--- src/rtl/key_event_gen_if.sv ---
// Key-event stream bundle between the typematic generator and the game logic.
// Latency: pure wiring, no storage.
// Backpressure: an event transfers on a clock edge where evt_valid & evt_ready.
//   evt_valid  event present on evt_key/evt_kind (master -> slave)
//   evt_ready  consumer can take the event       (slave -> master)
//   evt_key    index of the key that generated the event
//   evt_kind   00 press, 01 repeat, 10 release
interface key_event_gen_if #(
    parameter int KEY_W = 2
) ();
    logic             evt_valid;
    logic             evt_ready;
    logic [KEY_W-1:0] evt_key;
    logic [1:0]       evt_kind;

    modport master (output evt_valid, output evt_key, output evt_kind, input evt_ready);
    modport slave  (input evt_valid, input evt_key, input evt_kind, output evt_ready);
endinterface

--- src/rtl/key_event_gen.sv ---
// Per-key typematic FSMs turning debounced active-low key levels into press/repeat/release events.
// Latency: key_n low sampled at edge E0 -> held_o after E1 -> event valid after E2 (idle output).
// Backpressure: one-entry output register holds until accepted; per-key pending flags
//   absorb stalls, repeats coalesce, a second press/release while pending is dropped (evt_drop_o).
// Ports:
//   clk, rst     single clock, synchronous active-high reset
//   key_n_i      debounced key levels, 0 = pressed
//   evt          event stream (master side of key_event_gen_if)
//   held_o       registered "key currently down" per key
//   evt_drop_o   one-cycle pulse when a press or release event was lost
module key_event_gen #(
    parameter int                REPEAT_CYC_DUMMY = 0,
    parameter int                N_KEYS      = 4,
    parameter int                KEY_W       = 2,
    parameter int                CNT_W       = 25,
    parameter int                DELAY_CYC   = 25000000,
    parameter int                REPEAT_CYC  = 5000000,
    parameter logic [N_KEYS-1:0] REPEAT_MASK = 4'b0111
) (
    input  logic              clk,
    input  logic              rst,
    input  logic [N_KEYS-1:0] key_n_i,
    key_event_gen_if.master   evt,
    output logic [N_KEYS-1:0] held_o,
    output logic              evt_drop_o
);

    typedef enum logic [1:0] {ST_IDLE, ST_DELAY, ST_REPEAT, ST_HOLD} st_e;

    localparam logic [1:0]       KIND_PRESS = 2'b00;
    localparam logic [1:0]       KIND_REP   = 2'b01;
    localparam logic [1:0]       KIND_REL   = 2'b10;
    localparam logic [CNT_W-1:0] DELAY_LAST = CNT_W'(DELAY_CYC - 1);
    localparam logic [CNT_W-1:0] REP_LAST   = CNT_W'(REPEAT_CYC - 1);

    logic [N_KEYS-1:0] key_q;
    st_e               st_q  [N_KEYS];
    st_e               st_d  [N_KEYS];
    logic [CNT_W-1:0]  cnt_q [N_KEYS];
    logic [CNT_W-1:0]  cnt_d [N_KEYS];
    logic [N_KEYS-1:0] held_q;
    logic [N_KEYS-1:0] pend_press_q, pend_rep_q, pend_rel_q;
    logic [N_KEYS-1:0] pend_press_d, pend_rep_d, pend_rel_d;
    logic [N_KEYS-1:0] set_press, set_rep, set_rel, kill_rep;
    logic [N_KEYS-1:0] clr_press, clr_rep, clr_rel;
    logic [N_KEYS-1:0] sel_oh;
    logic              sel_vld;
    logic [KEY_W-1:0]  sel_key;
    logic [1:0]        sel_kind;
    logic              load;
    logic              drop_d;
    logic              evt_valid_q;
    logic [KEY_W-1:0]  evt_key_q;
    logic [1:0]        evt_kind_q;
    logic              drop_q;

    // Typematic next-state: a release seen in any active state wins over counting.
    always_comb begin
        set_press = '0;
        set_rep   = '0;
        set_rel   = '0;
        kill_rep  = '0;
        for (int i = 0; i < N_KEYS; i++) begin
            st_d[i]  = st_q[i];
            cnt_d[i] = cnt_q[i];
            if (st_q[i] == ST_IDLE) begin
                if (!key_q[i]) begin
                    st_d[i]      = REPEAT_MASK[i] ? ST_DELAY : ST_HOLD;
                    cnt_d[i]     = '0;
                    set_press[i] = 1'b1;
                end
            end else if (key_q[i]) begin
                st_d[i]     = ST_IDLE;
                cnt_d[i]    = '0;
                set_rel[i]  = 1'b1;
                kill_rep[i] = 1'b1;
            end else begin
                case (st_q[i])
                    ST_DELAY: begin
                        if (cnt_q[i] == DELAY_LAST) begin
                            st_d[i]    = ST_REPEAT;
                            cnt_d[i]   = '0;
                            set_rep[i] = 1'b1;
                        end else begin
                            cnt_d[i] = cnt_q[i] + CNT_W'(1);
                        end
                    end
                    ST_REPEAT: begin
                        if (cnt_q[i] == REP_LAST) begin
                            cnt_d[i]   = '0;
                            set_rep[i] = 1'b1;
                        end else begin
                            cnt_d[i] = cnt_q[i] + CNT_W'(1);
                        end
                    end
                    default: ;
                endcase
            end
        end
    end

    // Fixed priority: lowest key index first; scanning downward lets the lowest hit win.
    always_comb begin
        sel_vld  = 1'b0;
        sel_key  = '0;
        sel_kind = KIND_PRESS;
        sel_oh   = '0;
        for (int i = N_KEYS - 1; i >= 0; i--) begin
            if (pend_press_q[i] | pend_rel_q[i] | pend_rep_q[i]) begin
                sel_vld   = 1'b1;
                sel_key   = KEY_W'(i);
                sel_oh    = '0;
                sel_oh[i] = 1'b1;
                // press before release so a short tap never reports out of order
                sel_kind  = pend_press_q[i] ? KIND_PRESS :
                            pend_rel_q[i]   ? KIND_REL   : KIND_REP;
            end
        end
    end

    assign load      = !evt_valid_q || evt.evt_ready;
    assign clr_press = load ? (sel_oh & pend_press_q) : '0;
    assign clr_rel   = load ? (sel_oh & ~pend_press_q & pend_rel_q) : '0;
    assign clr_rep   = load ? (sel_oh & ~pend_press_q & ~pend_rel_q & pend_rep_q) : '0;

    // A flag being loaded this edge is free again, so a same-kind event re-pends instead of dropping.
    assign pend_press_d = (pend_press_q & ~clr_press) | set_press;
    assign pend_rel_d   = (pend_rel_q & ~clr_rel) | set_rel;
    assign pend_rep_d   = (pend_rep_q & ~clr_rep & ~kill_rep) | set_rep;
    assign drop_d       = |((set_press & pend_press_q & ~clr_press) |
                            (set_rel & pend_rel_q & ~clr_rel));

    always_ff @(posedge clk) begin
        if (rst) begin
            key_q        <= '1;
            held_q       <= '0;
            pend_press_q <= '0;
            pend_rep_q   <= '0;
            pend_rel_q   <= '0;
            evt_valid_q  <= 1'b0;
            evt_key_q    <= '0;
            evt_kind_q   <= KIND_PRESS;
            drop_q       <= 1'b0;
            for (int i = 0; i < N_KEYS; i++) begin
                st_q[i]  <= ST_IDLE;
                cnt_q[i] <= '0;
            end
        end else begin
            key_q        <= key_n_i;
            pend_press_q <= pend_press_d;
            pend_rep_q   <= pend_rep_d;
            pend_rel_q   <= pend_rel_d;
            drop_q       <= drop_d;
            for (int i = 0; i < N_KEYS; i++) begin
                st_q[i]   <= st_d[i];
                cnt_q[i]  <= cnt_d[i];
                held_q[i] <= (st_d[i] != ST_IDLE);
            end
            if (load) begin
                evt_valid_q <= sel_vld;
                if (sel_vld) begin
                    evt_key_q  <= sel_key;
                    evt_kind_q <= sel_kind;
                end
            end
        end
    end

    assign evt.evt_valid = evt_valid_q;
    assign evt.evt_key   = evt_key_q;
    assign evt.evt_kind  = evt_kind_q;
    assign held_o        = held_q;
    assign evt_drop_o    = drop_q;

endmodule
--- src/flat_wrapper.sv ---
// flat-port wrapper written by rule: the top's interface ports become plain ports
module key_event_gen_flat 
#(
    parameter int                REPEAT_CYC_DUMMY = 0,
    parameter int                N_KEYS      = 4,
    parameter int                KEY_W       = 2,
    parameter int                CNT_W       = 25,
    parameter int                DELAY_CYC   = 25000000,
    parameter int                REPEAT_CYC  = 5000000,
    parameter logic [N_KEYS-1:0] REPEAT_MASK = 4'b0111
)
  (clk, rst, key_n_i, held_o, evt_drop_o, evt_evt_valid, evt_evt_key, evt_evt_kind, evt_evt_ready);
  key_event_gen_if #(.KEY_W(KEY_W)) evt_i ();
  input  logic clk;
  input  logic rst;
  input  logic [N_KEYS-1:0] key_n_i;
  output logic [N_KEYS-1:0] held_o;
  output logic evt_drop_o;
  output wire logic [$bits(evt_i.evt_valid)-1:0] evt_evt_valid;
  output wire logic [$bits(evt_i.evt_key)-1:0] evt_evt_key;
  output wire logic [$bits(evt_i.evt_kind)-1:0] evt_evt_kind;
  input wire logic [$bits(evt_i.evt_ready)-1:0] evt_evt_ready;
  assign evt_evt_valid = evt_i.evt_valid;
  assign evt_evt_key = evt_i.evt_key;
  assign evt_evt_kind = evt_i.evt_kind;
  assign evt_i.evt_ready = evt_evt_ready;
  key_event_gen #(.REPEAT_CYC_DUMMY(REPEAT_CYC_DUMMY), .N_KEYS(N_KEYS), .KEY_W(KEY_W), .CNT_W(CNT_W), .DELAY_CYC(DELAY_CYC), .REPEAT_CYC(REPEAT_CYC), .REPEAT_MASK(REPEAT_MASK)) u_core (.clk(clk), .rst(rst), .key_n_i(key_n_i), .evt(evt_i), .held_o(held_o), .evt_drop_o(evt_drop_o));
endmodule
--- config.mk ---
export PLATFORM = sky130hd
export DESIGN_NAME = key_event_gen_flat
export DESIGN_NICKNAME = d
export VERILOG_FILES = /design/src/rtl/key_event_gen_if.sv /design/src/rtl/key_event_gen.sv /design/src/flat_wrapper.sv
export SDC_FILE = /design/constraint.sdc
export NUM_CORES = 1
export LEC_CHECK = 0
export ABC_AREA = 0
export BUFFER_PORTS_ARGS = -buffer_cell sky130_fd_sc_hd__buf_2
export CAP_MARGIN = 20
export CORE_MARGIN = 2
export CORE_UTILIZATION = 50
export CTS_BUF_LIST = sky130_fd_sc_hd__clkbuf_16
export CTS_CLUSTER_DIAMETER = 50
export DETAILED_ROUTE_END_ITERATION = 7
export GPL_TIMING_DRIVEN = 1
export PLACE_DENSITY = 0.66
export REMOVE_ABC_BUFFERS = 1
export SLEW_MARGIN = 20
export SYNTH_ARGS = -nofsm -noshare
export SYNTH_HDL_FRONTEND = slang
export SYNTH_SLANG_ARGS = --single-unit
--- constraint.sdc ---
create_clock -name clk -period 7.8 [get_ports clk]
set_input_delay 0.39 -clock clk [delete_from_list [all_inputs] [get_ports clk]]
set_output_delay 0.39 -clock clk [all_outputs]
set_load 0.03 [all_outputs]
**Yosys cells after proc, flatten, opt, wreduce, memory -nomap -nowiden**

Memories as Yosys holds them, arrays and structs flattened.
Cells that the tools add are included.

- Reductions and logical operators: 12
- Multipliers: 0
- Bitwise gates (word level): 39
- Multiplexer cells: 118
- Order comparisons: 0
- Equal/unequal tests: 16
- Div/mod/pow operators: 0
- Shifts and indexed selects: 0
- $add $sub $neg: 4

Operators by type and width:

| kind | count |
|---|---|
| 25-bit two-way mux | 24 |
| 25-bit case mux with 2 select lines | 4 |
| 25-bit by 1-bit adder with 25-bit output (second input constant) | 4 |
| 25-bit by 23-bit == test with 1-bit output (second input constant) | 4 |
| 25-bit == test (second input constant) | 4 |
| 2-bit two-way mux | 40 |
| 4-bit AND | 13 |
| 1-bit two-way mux | 39 |
| 4-bit two-way mux | 7 |
| 4-bit inverter | 6 |
| 1-bit bitwise OR | 16 |
| 4-bit bitwise OR | 4 |
| 2-bit by 1-bit == test with 1-bit output (second input constant) | 4 |
| 2-bit == test (second input constant) | 4 |
| 2-bit zero test | 4 |
| 1-bit case mux with 2 select lines | 4 |
| 2-bit nonzero test | 4 |
| 4-bit OR reduction | 1 |
| 2-bit AND reduction | 1 |
| 1-bit zero test | 1 |
| 1-bit logical OR | 1 |

- Output and inout port bits: 10
- Memories kept: 2
- Bits in registers: 26
- Input port bits: 7
- Word-level logic and storage cells: 200
- ROM bits: 0
- Memory bits (writable): 108
- Bits in latches: 0

Memory list:

| name | words | width | read ports | clocked after Yosys merged registers in | write ports | line | source |
|---|---|---|---|---|---|---|---|
| u_core.cnt_q | 4 | 25 | 4 | 0 | 4 | key_event_gen.sv:39 | `logic [CNT_W-1:0] cnt_q [N_KEYS];` |
| u_core.st_q | 4 | 2 | 4 | 0 | 4 | key_event_gen.sv:37 | `st_e st_q [N_KEYS];` |

**Depth between registers and ports, before layout**

Gate-level depths: netlist (run 1).

- Depth after elaboration: 14
- Mapped depth: 10

**Least setup slack after synthesis (run 1)**

OpenSTA, ideal clock, no wires.

- Kind: register -> register
- Start point: memory u_core.cnt_q[3][12]
- End point: memory u_core.cnt_q[3][6]
- Cell stages (with the launch flop): 9
- Buffers on the path: 2
- Data required time: 7.666 ns
- Slack: 5.355 ns
- Period minus slack after synthesis: 2.445 ns
- Setup time: 0.134 ns
- Arrival time: 2.311 ns
- Cell sequence: dfxtp_1 > or4_1 > or4_4 > a2111oi_4 > nor3_1 > buf_6 > buf_6 > a21oi_1 > a31oi_1

RTL lines:

| element | line |
|---|---|
| from (decl) | key_event_gen.sv:39 |

==> results of run 1 <==
## cell usage after synthesis (6+ instances only)
library cell  count  area (sq um)
a21o_1            6          45.0
a21oi_1          55           275
a31oi_1          23           144
and2_1           11          68.8
and3_1           19           119
and4_1           13           114
clkbuf_1         23          86.3
dfxtp_1         134          2680
ha_1             16           200
inv_1            34           128
nand2_1          91           342
nand2b_1          9          56.3
nand3_1          53           265
nand4_1          31           194
nor2_1          111           417
nor3_1           34           170
nor4_1           12          75.1
o21ai_0          31           155
or3_1            10          62.6
or4_1             7          52.6
xnor2_1          26           228
xor2_1           25           219
## final timing paths
path / from / endpoint / depth (start not counted) / slack (ns)
max: u_core.cnt_q[3][12] / u_core.cnt_q[3][19] / 7 / 5.05
min: key_n_i[1] / u_core.key_q[1] / 2 / 0.15
min reg2reg: u_core.evt.evt_kind[0] / u_core.evt.evt_kind[0] / 2 / 0.48
max reg2reg: u_core.cnt_q[3][12] / u_core.cnt_q[3][19] / 7 / 5.05
## power by group through the flow
stage	clock network (uW)	registers, uW	logic (uW)
after global routing	791	712	130
final	744	710	117
after detailed placement	0	725	115
after global placement	0	724	112
after CTS	757	710	117
after floorplan	0	732	70.6
## metal layers
layer  wire, microns  GRT usage [%]  vias up
met3             831           5.01       29
met5               0              0        -
met4             298           9.20        0
li1                -              -     3177
met1            7390           29.3     3014
met2            7700           37.8      180
## stage by stage
step           utilization (%)  cell area (sq um)
2_1_floorplan                -               6800
3_3_place_gp              52.1               7140
3_5_place_dp              52.1               7140
4_1_cts                   56.1               7690
5_1_grt                   56.2               7700
6_report                  56.2               7700
## registers in the layout, indices dropped and copies added, names as in the netlist
signal / cells
u_core.evt.evt_key: 2
u_core.evt_drop_o: 1
u_core.held_o: 4
u_core.pend_rep_q: 4
u_core.st_q: 8
u_core.pend_rel_q: 4
u_core.pend_press_q: 4
u_core.evt.evt_kind: 2
u_core.key_q: 4
u_core.evt.evt_valid: 1
u_core.cnt_q: 100
## worst max-delay path, cell delays in order (launching register included)
cell and delay, ns:
dfxtp_1 0.35, or4_1 0.54, or4_4 0.51, a2111oi_4 0.45
nor3_2 0.08, buf_4 0.25, and3_1 0.20, a211o_1 0.25
## cell type report
cell class,instances,area share [%]
clock inverter,15,1.56
sequential,134,34.8
clock buffer,17,5.52
timing repair buffer,21,1.49
multi-input combinational,677,52.0
tap,180,2.92
inverter,34,1.66
## logic make-up (layout without fill, tap and decap cells)
kind of cell,after synthesis,in the layout,share of synthesized area [%]
fa+ha+maj,16,16,2.88
xor+xnor,51,51,6.43
mux,3,3,0.432
buf+inv,63,87,3.86
simple gates,434,434,31.8
flops,134,134,38.6
compound gates,173,173,15.9
==> run summary, run 1 <==
Clock sinks -> 134
Drt pass-1 iters -> 6
Final period util -> 35.3%
Place WS -> 5.06 ns
Cell Rows -> 43
Initial antenna violation count -> 0
Max-slew violations -> 0
Antenna diodes -> 0
Switch Pwr -> 379 uW
Vias in the first global route -> 6095
CTS Buf Count -> 17
Setup Buffers After CTS -> 0
Tightest Hold Check Type -> in -> reg
Asr flop ratio synth -> 0%
Clk pwr share -> 47.4%
PortBufs -> 16
Gr ovfl total -> 0
Detailed router's first-iteration violation count -> 509
Final setup fails -> 0
Switching Share -> 24.2%
Seq/Total Area, Yosys -> 38.6%
Internal power -> 1190 uW
Count of different cell masters after synthesis -> 63
DR vias -> 6400
Max Fclk -> 0.364 GHz
Post-synth EDFFs -> 0
CTS Hold Bufs -> 0
Worst Path Class, Setup -> reg -> reg
Slew headroom -> 29.7%
Endpoints failing hold -> 0
DP Cell Count -> 1045
Mapped Cells -> 874
PwrDens -> 204 mW/mm^2
Core area -> 0.0137 sq mm
GRT Total Usage -> 23.0%
IO Pins -> 17
Outcome -> complete, no violations
Nets -> 908
Syn. warnings -> 0
DRC Markers -> 0
P&R area growth vs syn -> 10.9%
CP endpoint kind -> flip-flop
Combinational power share -> 7.4%
Detail-routed via count per cell -> 5.94
Worst VDD drop -> 0.164 mV
Crit path max fanout -> 30
Overall routed net length -> 16200 microns
Htree depth -> 4
Hpwl dp -> 11100 microns
Pwr Total -> 1570 uW
Setup crit start kind -> flip-flop
WP data required -> 8.11 ns
Initial core utilization -> 50.6%
Setup TNS -> 0 ns
Mapped Avg Cell Area -> 7.95 sq um
Worst setup margin -> 5.05 ns
Maximum number of pins on one net before global-route repair -> 54
Synth Register Bits -> 134
Final non-filler cell total -> 1078
Fillers -> 1301
First-pass GRT wire length -> 27800 microns
Footprint of the multi-input gates -> 0.00401 sq mm
Fin Clk Skew -> 0.00653 ns
Layout cell share with drive strength beyond 1 -> 6.68%
Commonest non-fill, non-tap cell in the layout -> dfxtp_1
Sequential power share -> 45.2%
Max_cap viols -> 0
Worst-Skew Late Latency -> 0.42 ns
P_leak -> 0.00260 uW
Antenna-violating nets left -> 0
Die ar. -> 0.0148 sq mm
Root buf cell -> clkbuf_16
Post-Syn Area -> 0.00694 sq mm
Post-cts resize count -> 0
Reg clk slew, reported paths -> 0.06 ns
Placer Congestion -> 0.873
CTS Buffer Depth -> 2
Worst Tran Pin Value -> 1.05 ns
CP Data Arrival Time -> 3.06 ns
RSZ-0062 raised after global routing -> false
Die extent in x -> 122 microns
Top_reg_cell synth -> dfxtp_1
WHS -> 0.152 ns
DR WL/cell -> 15.0 microns
Most frequent cells in the layout -> dfxtp_1 (134), nor2_1 (111), nand2_1 (91), a21oi_1 (55), nand3_1 (53)
Sequential Area -> 0.00268 sq mm
Tmin final -> 2.75 ns
Chip height -> 122 microns
CTS tree -> done
No activity file was read; power rests on OpenSTA's default activity.
==> run 2, diff against run 1 <==
ABC_AREA = 1   (was 0)
PLACE_DENSITY = 0.68   (was 0.66)
clock period = 2.2 ns   (was 7.8 ns; I/O delays follow)
==> run summary, run 2 <==
PortBufs -> 16
Top_reg_cell synth -> dfxtp_1
Outcome -> complete, no violations
Worst-Skew Late Latency -> 0.43 ns
PwrDens -> 612 mW/mm^2
Endpoints failing hold -> 0
Final period util -> 89.9%
Initial antenna violation count -> 0
Hold Path Stages -> 4
Tmin final -> 1.98 ns
Drt pass-1 iters -> 5
Final setup fails -> 0
Gr ovfl total -> 0
Max Fclk -> 0.506 GHz
Die extent in x -> 133 microns
Internal power -> 4170 uW
Commonest non-fill, non-tap cell in the layout -> nand2_1
Count of different cell masters after synthesis -> 41
IO Pins -> 17
CP endpoint kind -> flip-flop
Layout cell share with drive strength beyond 1 -> 8.63%
Overall routed net length -> 21100 microns
Sequential power share -> 44.0%
Switch Pwr -> 1540 uW
Switching Share -> 27.0%
Hpwl dp -> 15500 microns
Worst Tran Pin Value -> 0.585 ns
Max reg flops -> 100
DR vias -> 8377
Cell Rows -> 47
Post-synth EDFFs -> 0
Post-Syn Area -> 0.00834 sq mm
Reg clk slew, reported paths -> 0.06 ns
Die ar. -> 0.0177 sq mm
Mapped Avg Cell Area -> 6.11 sq um
Max-slew violations -> 0
Seq/Total Area, Yosys -> 32.2%
CTS Buf Count -> 17
Place WS -> 0.0618 ns
Area post-placement -> 0.00872 sq mm
Crit path max fanout -> 12
Commonest cells in the netlist -> nand2_1 (333), nor2_1 (300), inv_1 (168)
Synth Register Bits -> 134
Mapped Cells -> 1366
Worst setup margin -> 0.222 ns
Worst Path Class, Setup -> reg -> reg
Most common cell in the synthesized netlist -> nand2_1
Main area contributors after synthesis -> dfxtp_1 (32%), nand2_1 (15%), nor2_1 (13%)
Share of Yosys cell area claimed by the top area cell type -> 32.2%
Maximum number of pins on one net before global-route repair -> 34
Core area -> 0.0165 sq mm
Vias in the first global route -> 7662
P_leak -> 0.00368 uW
Asr flop ratio synth -> 0%
Worst reg-to-reg path cell count -> 10
CTS Buffer Depth -> 2
Max_cap viols -> 0
Detail-routed via count per cell -> 5.13
Antenna-violating nets left -> 0
GRT Total Usage -> 24.5%
Fillers -> 1700
Post-route cell area -> 0.00934 sq mm
Tightest Hold Check Type -> in -> reg
Root buf cell -> clkbuf_16
Chip height -> 133 microns
CP Data Arrival Time -> 2.28 ns
CTS tree -> done
RSZ-0062 raised after global routing -> false
Combinational power share -> 8.8%
Biggest regs -> u_core.cnt_q x100, u_core.st_q x8
Setup TNS -> 0 ns
Initial core utilization -> 50.7%
P&R area growth vs syn -> 11.9%
First-pass GRT wire length -> 35700 microns
Antenna diodes -> 0
Fin Clk Skew -> 0.00750 ns
Worst VDD drop -> 0.623 mV
Clk pwr share -> 47.2%
Nets -> 1424
Syn. warnings -> 0
Placer Congestion -> 0.932
Most frequent cells in the layout -> nand2_1 (333), nor2_1 (298), inv_1 (168), dfxtp_1 (134), nand3_1 (117)
Clock sinks -> 134
WP data required -> 2.51 ns
DR WL/cell -> 12.9 microns
DRC Markers -> 0
Setup crit start kind -> flip-flop
Slew headroom -> 60.9%
Area leader, netlist -> dfxtp_1
Reg with most FFs -> u_core.cnt_q
Htree depth -> 4
Detailed router's first-iteration violation count -> 739
run 2: cell types whose count changed after synthesis, sizes merged, moves of 12 or more:
cell	change
nand2	+251
nor2	+203
inv	+149
nand3	+68
a31oi	-21
and3	-18
xnor2	-17
clkbuf	-14
and4	-13
nor3	-12
nor4	-12
run 2: metrics by stage:
step	utilization (%)	hold WS [ns]	total power [uW]	instances
after global routing	56.7	0.188	5950	1634
after detailed placement	53.0	0.299	3060	1598
after global placement	53.0	0.292	3050	1598
final	56.7	0.156	5710	1634
after floorplan	-	0.179	2880	1342
after CTS	56.6	0.140	5780	1634
run 2: logic make-up (layout without fill, tap and decap cells):
| family | Yosys count | in the layout | share of synthesized area (%) |
|---|---|---|---|
| AOI/OAI and AO/OA | 109 | 109 | 7.12 |
| xor gates and xnor gates | 45 | 45 | 4.72 |
| and+or+nand+nor | 852 | 852 | 43.7 |
| buffers and inverters | 210 | 258 | 9.85 |
| DFF | 134 | 134 | 32.2 |
| adders and majority gates | 16 | 16 | 2.40 |
run 2: layout make-up:
cell class	instances	area (sq um)	area share, %
Inverter	186	698	7.48
Sequential cell	134	2680	28.7
Clock buffer	17	425	4.56
Multi-Input combinational cell	1022	4850	52.0
Clock inverter	15	134	1.43
Tap cell	220	275	2.95
Timing Repair Buffer	40	270	2.89
run 2: path summary, 6_finish.rpt:
kind	from	endpoint	slack, ns
setup / recovery	u_core.cnt_q[1][1]	u_core.cnt_q[1][16]	0.22
hold / removal	evt_evt_ready	u_core.evt.evt_key[1]	0.16
setup reg to reg	u_core.cnt_q[1][1]	u_core.cnt_q[1][16]	0.22
hold reg to reg	u_core.cnt_q[2][1]	u_core.cnt_q[2][1]	0.49
run 2: repair_timing:
| item | CTS | global route |
|---|---|---|
| setup endpoints to repair | 0 | 31 |
| gates resized for setup | 0 | 4 |
| buffers inserted | 0 | 0 |
| hold buffers | 4 | 0 |
| hold endpoints to repair | 4 | 0 |
run 2: critical path: stages (launching register included):
cell	delay, ns
dfxtp_1	0.37
ha_1	0.25
nand2_2	0.12
nor2_4	0.13
nand2_2	0.10
nor2_4	0.13
nand4_2	0.21
nand3_2	0.13
nand2_2	0.08
nand2_2	0.24
nor2_1	0.08
run 2: routing by layer:
layer,global-route usage [%],share of wire (%),up-vias
met5,0,0,-
met2,38.5,45,188
met3,4.49,4.2,37
li1,-,-,4378
met1,34.2,49,3774
met4,8.16,1.8,0
run 2: power by group through the flow:
| stage | registers [uW] | logic, uW | clock network, uW |
|---|---|---|---|
| after global placement | 2560 | 492 | 0 |
| after CTS | 2510 | 502 | 2760 |
| after detailed placement | 2560 | 495 | 0 |
| after floorplan | 2600 | 280 | 0 |
| after global routing | 2520 | 565 | 2870 |
| final | 2510 | 505 | 2690 |
==> run 3, diff against run 2 <==
PLACE_DENSITY = 0.66   (was 0.68)
clock period = 2.55 ns   (was 2.2 ns; I/O delays follow)
==> run summary, run 3 (synthesis gave the netlist of run 2 again) <==
Critical Path Start -> u_core.cnt_q[3][0]
PortBufs -> 16
R2r startpoint -> u_core.cnt_q[3][0]
Worst VDD drop -> 0.486 mV
Hpwl dp -> 15100 microns
Root buf cell -> clkbuf_16
Tightest Hold Check Type -> in -> reg
M1 wire length -> 10100 microns
Worst Tran Pin Value -> 0.923 ns
Layout cell share with drive strength beyond 1 -> 7.42%
R2r endpoint -> u_core.cnt_q[3][17]
Commonest non-fill, non-tap cell in the layout -> nand2_1
Critical path's slowest cell -> nor2_2
Slew headroom -> 38.4%
Post-route cell area -> 0.00926 sq mm
Highest metal used -> met4
Biggest regs -> u_core.cnt_q x100, u_core.st_q x8
Final setup fails -> 0
Fin Clk Skew -> 0.00756 ns
First-pass GRT wire length -> 34200 microns
PwrDens -> 546 mW/mm^2
Initial core utilization -> 50.7%
CTS Buffer Depth -> 2
Crit path buffers/inverters -> 2
DRC Markers -> 0
Detailed router's first-iteration violation count -> 603
Die extent in x -> 133 microns
Overall routed net length -> 20300 microns
P_leak -> 0.00364 uW
CTS tree -> done
Htree depth -> 4
GRT Total Usage -> 23.3%
Endpoints failing hold -> 0
WP data required -> 2.89 ns
Clock sinks -> 134
Placer Congestion -> 0.940
Chip height -> 133 microns
Detail-routed via count per cell -> 5.06
Top cell family by delay on the critical path -> simple AND/OR/NAND/NOR gates
Final period util -> 84.2%
Worst reg-to-reg path cell count -> 10
Reg clk slew, reported paths -> 0.06 ns
DR WL met3 -> 1030 microns
CP Capture Point -> u_core.cnt_q[3][17]
Max_cap viols -> 0
Worst setup margin -> 0.402 ns
Antenna diodes -> 0
CP endpoint kind -> flip-flop
DR vias -> 8198
IO Pins -> 17
Worst Path Class, Setup -> reg -> reg
CP cell instances -> ha_1 -> nand2_1 -> nor2_4 -> inv_2 -> nor2_4 -> inv_2 -> nor2_1 -> nor2_2 -> nand3_1 -> a21oi_1
Most frequent cells in the layout -> nand2_1 (333), nor2_1 (300), inv_1 (169), dfxtp_1 (134), nand3_1 (117)
Max Fclk -> 0.466 GHz
Crit path max fanout -> 24
RSZ-0062 raised after global routing -> false
Outcome -> complete, no violations
Worst-Skew Late Latency -> 0.42 ns
P&R area growth vs syn -> 10.9%
Area post-placement -> 0.00863 sq mm
Antenna-violating nets left -> 0
Gr ovfl total -> 0
Tmin final -> 2.15 ns
Nets -> 1411
Die ar. -> 0.0177 sq mm
CTS Buf Count -> 17
CP Data Arrival Time -> 2.49 ns
Setup crit start kind -> flip-flop
Max-slew violations -> 0
R2R Setup Slk -> 0.40 ns
Met2 wire len -> 8920 microns
Maximum number of pins on one net before global-route repair -> 63
Vias in the first global route -> 7376
Fillers -> 1640
Cell Rows -> 47
Place WS -> 0.387 ns
Reg with most FFs -> u_core.cnt_q
Crit-path max cell delay -> 0.69 ns
Core area -> 0.0165 sq mm
Drt pass-1 iters -> 6
Initial antenna violation count -> 0
Levels on crit path -> 10
DR WL/cell -> 12.5 microns
Setup TNS -> 0 ns
Max reg flops -> 100
[run 3: changes by cell type in the layout (fill, tap and decap cells not counted), sizes merged]
cell / before / now
buf: 36 / 23
clkinvlp: 6 / 2
bufinv: 1 / 3
clkinv: 10 / 11
inv: 184 / 185
[run 3: worst reg2reg max path, delay by kind of cell, from the launching register on]
family                     cells  cell delay [ns]
AOI/OAI and AO/OA              1             0.17
and+or+nand+nor                6             1.17
adders and majority gates      1             0.26
buffers and inverters          2             0.11
DFF                            1             0.35
[run 3: through the flow]
step	hold slack (ns)	instances	power (uW)	util (%)
2_1_floorplan	0.197	1342	2490	-
3_3_place_gp	0.308	1585	2630	52.4
3_5_place_dp	0.316	1585	2630	52.4
4_1_cts	0.184	1621	5090	56.2
5_1_grt	0.220	1621	5240	56.2
6_report	0.200	1621	5050	56.2
[run 3: timing repair]
action                    4_1_cts  5_1_grt
resized for setup               0        0
hold buffers                    4        0
hold endpoints to repair        4        0
buffers inserted                0        0
[run 3: how the worst min path moves through the flow]
stage                             start  slack, ns  cells after the start                     to
after detailed placement     key_n_i[1]       0.32                      2        u_core.key_q[1]
after global routing      evt_evt_ready       0.22                      4  u_core.evt.evt_key[1]
after global placement       key_n_i[3]       0.31                      2        u_core.key_q[3]
after CTS                 evt_evt_ready       0.18                      4  u_core.evt.evt_key[1]
final                     evt_evt_ready       0.20                      4  u_core.evt.evt_key[1]
after floorplan                     rst       0.20                      1     u_core.cnt_q[0][1]
[run 3: metal layers]
metal,global-route usage (%),up-vias
met2,36.9,206
met4,6.38,0
li1,-,4353
met5,0,-
met3,4.76,22
met1,32.4,3617
[run 3: power breakdown]
part | internal (uW) | switching [uW] | total, uW | leakage (uW)
combinational | 116 | 307 | 423 | 0.00227
clock | 1520 | 936 | 2460 | 0.000289
sequential | 2140 | 28.7 | 2170 | 0.00108
[run 3: final cells by class]
| type | instances | area, sq um | area share (%) |
|---|---|---|---|
| clock buffer | 17 | 425 | 4.60 |
| clock inverter | 15 | 163 | 1.76 |
| inverter | 186 | 698 | 7.54 |
| multi-input combinational | 1022 | 4840 | 52.3 |
| sequential | 134 | 2680 | 29.0 |
| tap | 220 | 275 | 2.97 |
| timing repair buffer | 27 | 173 | 1.87 |
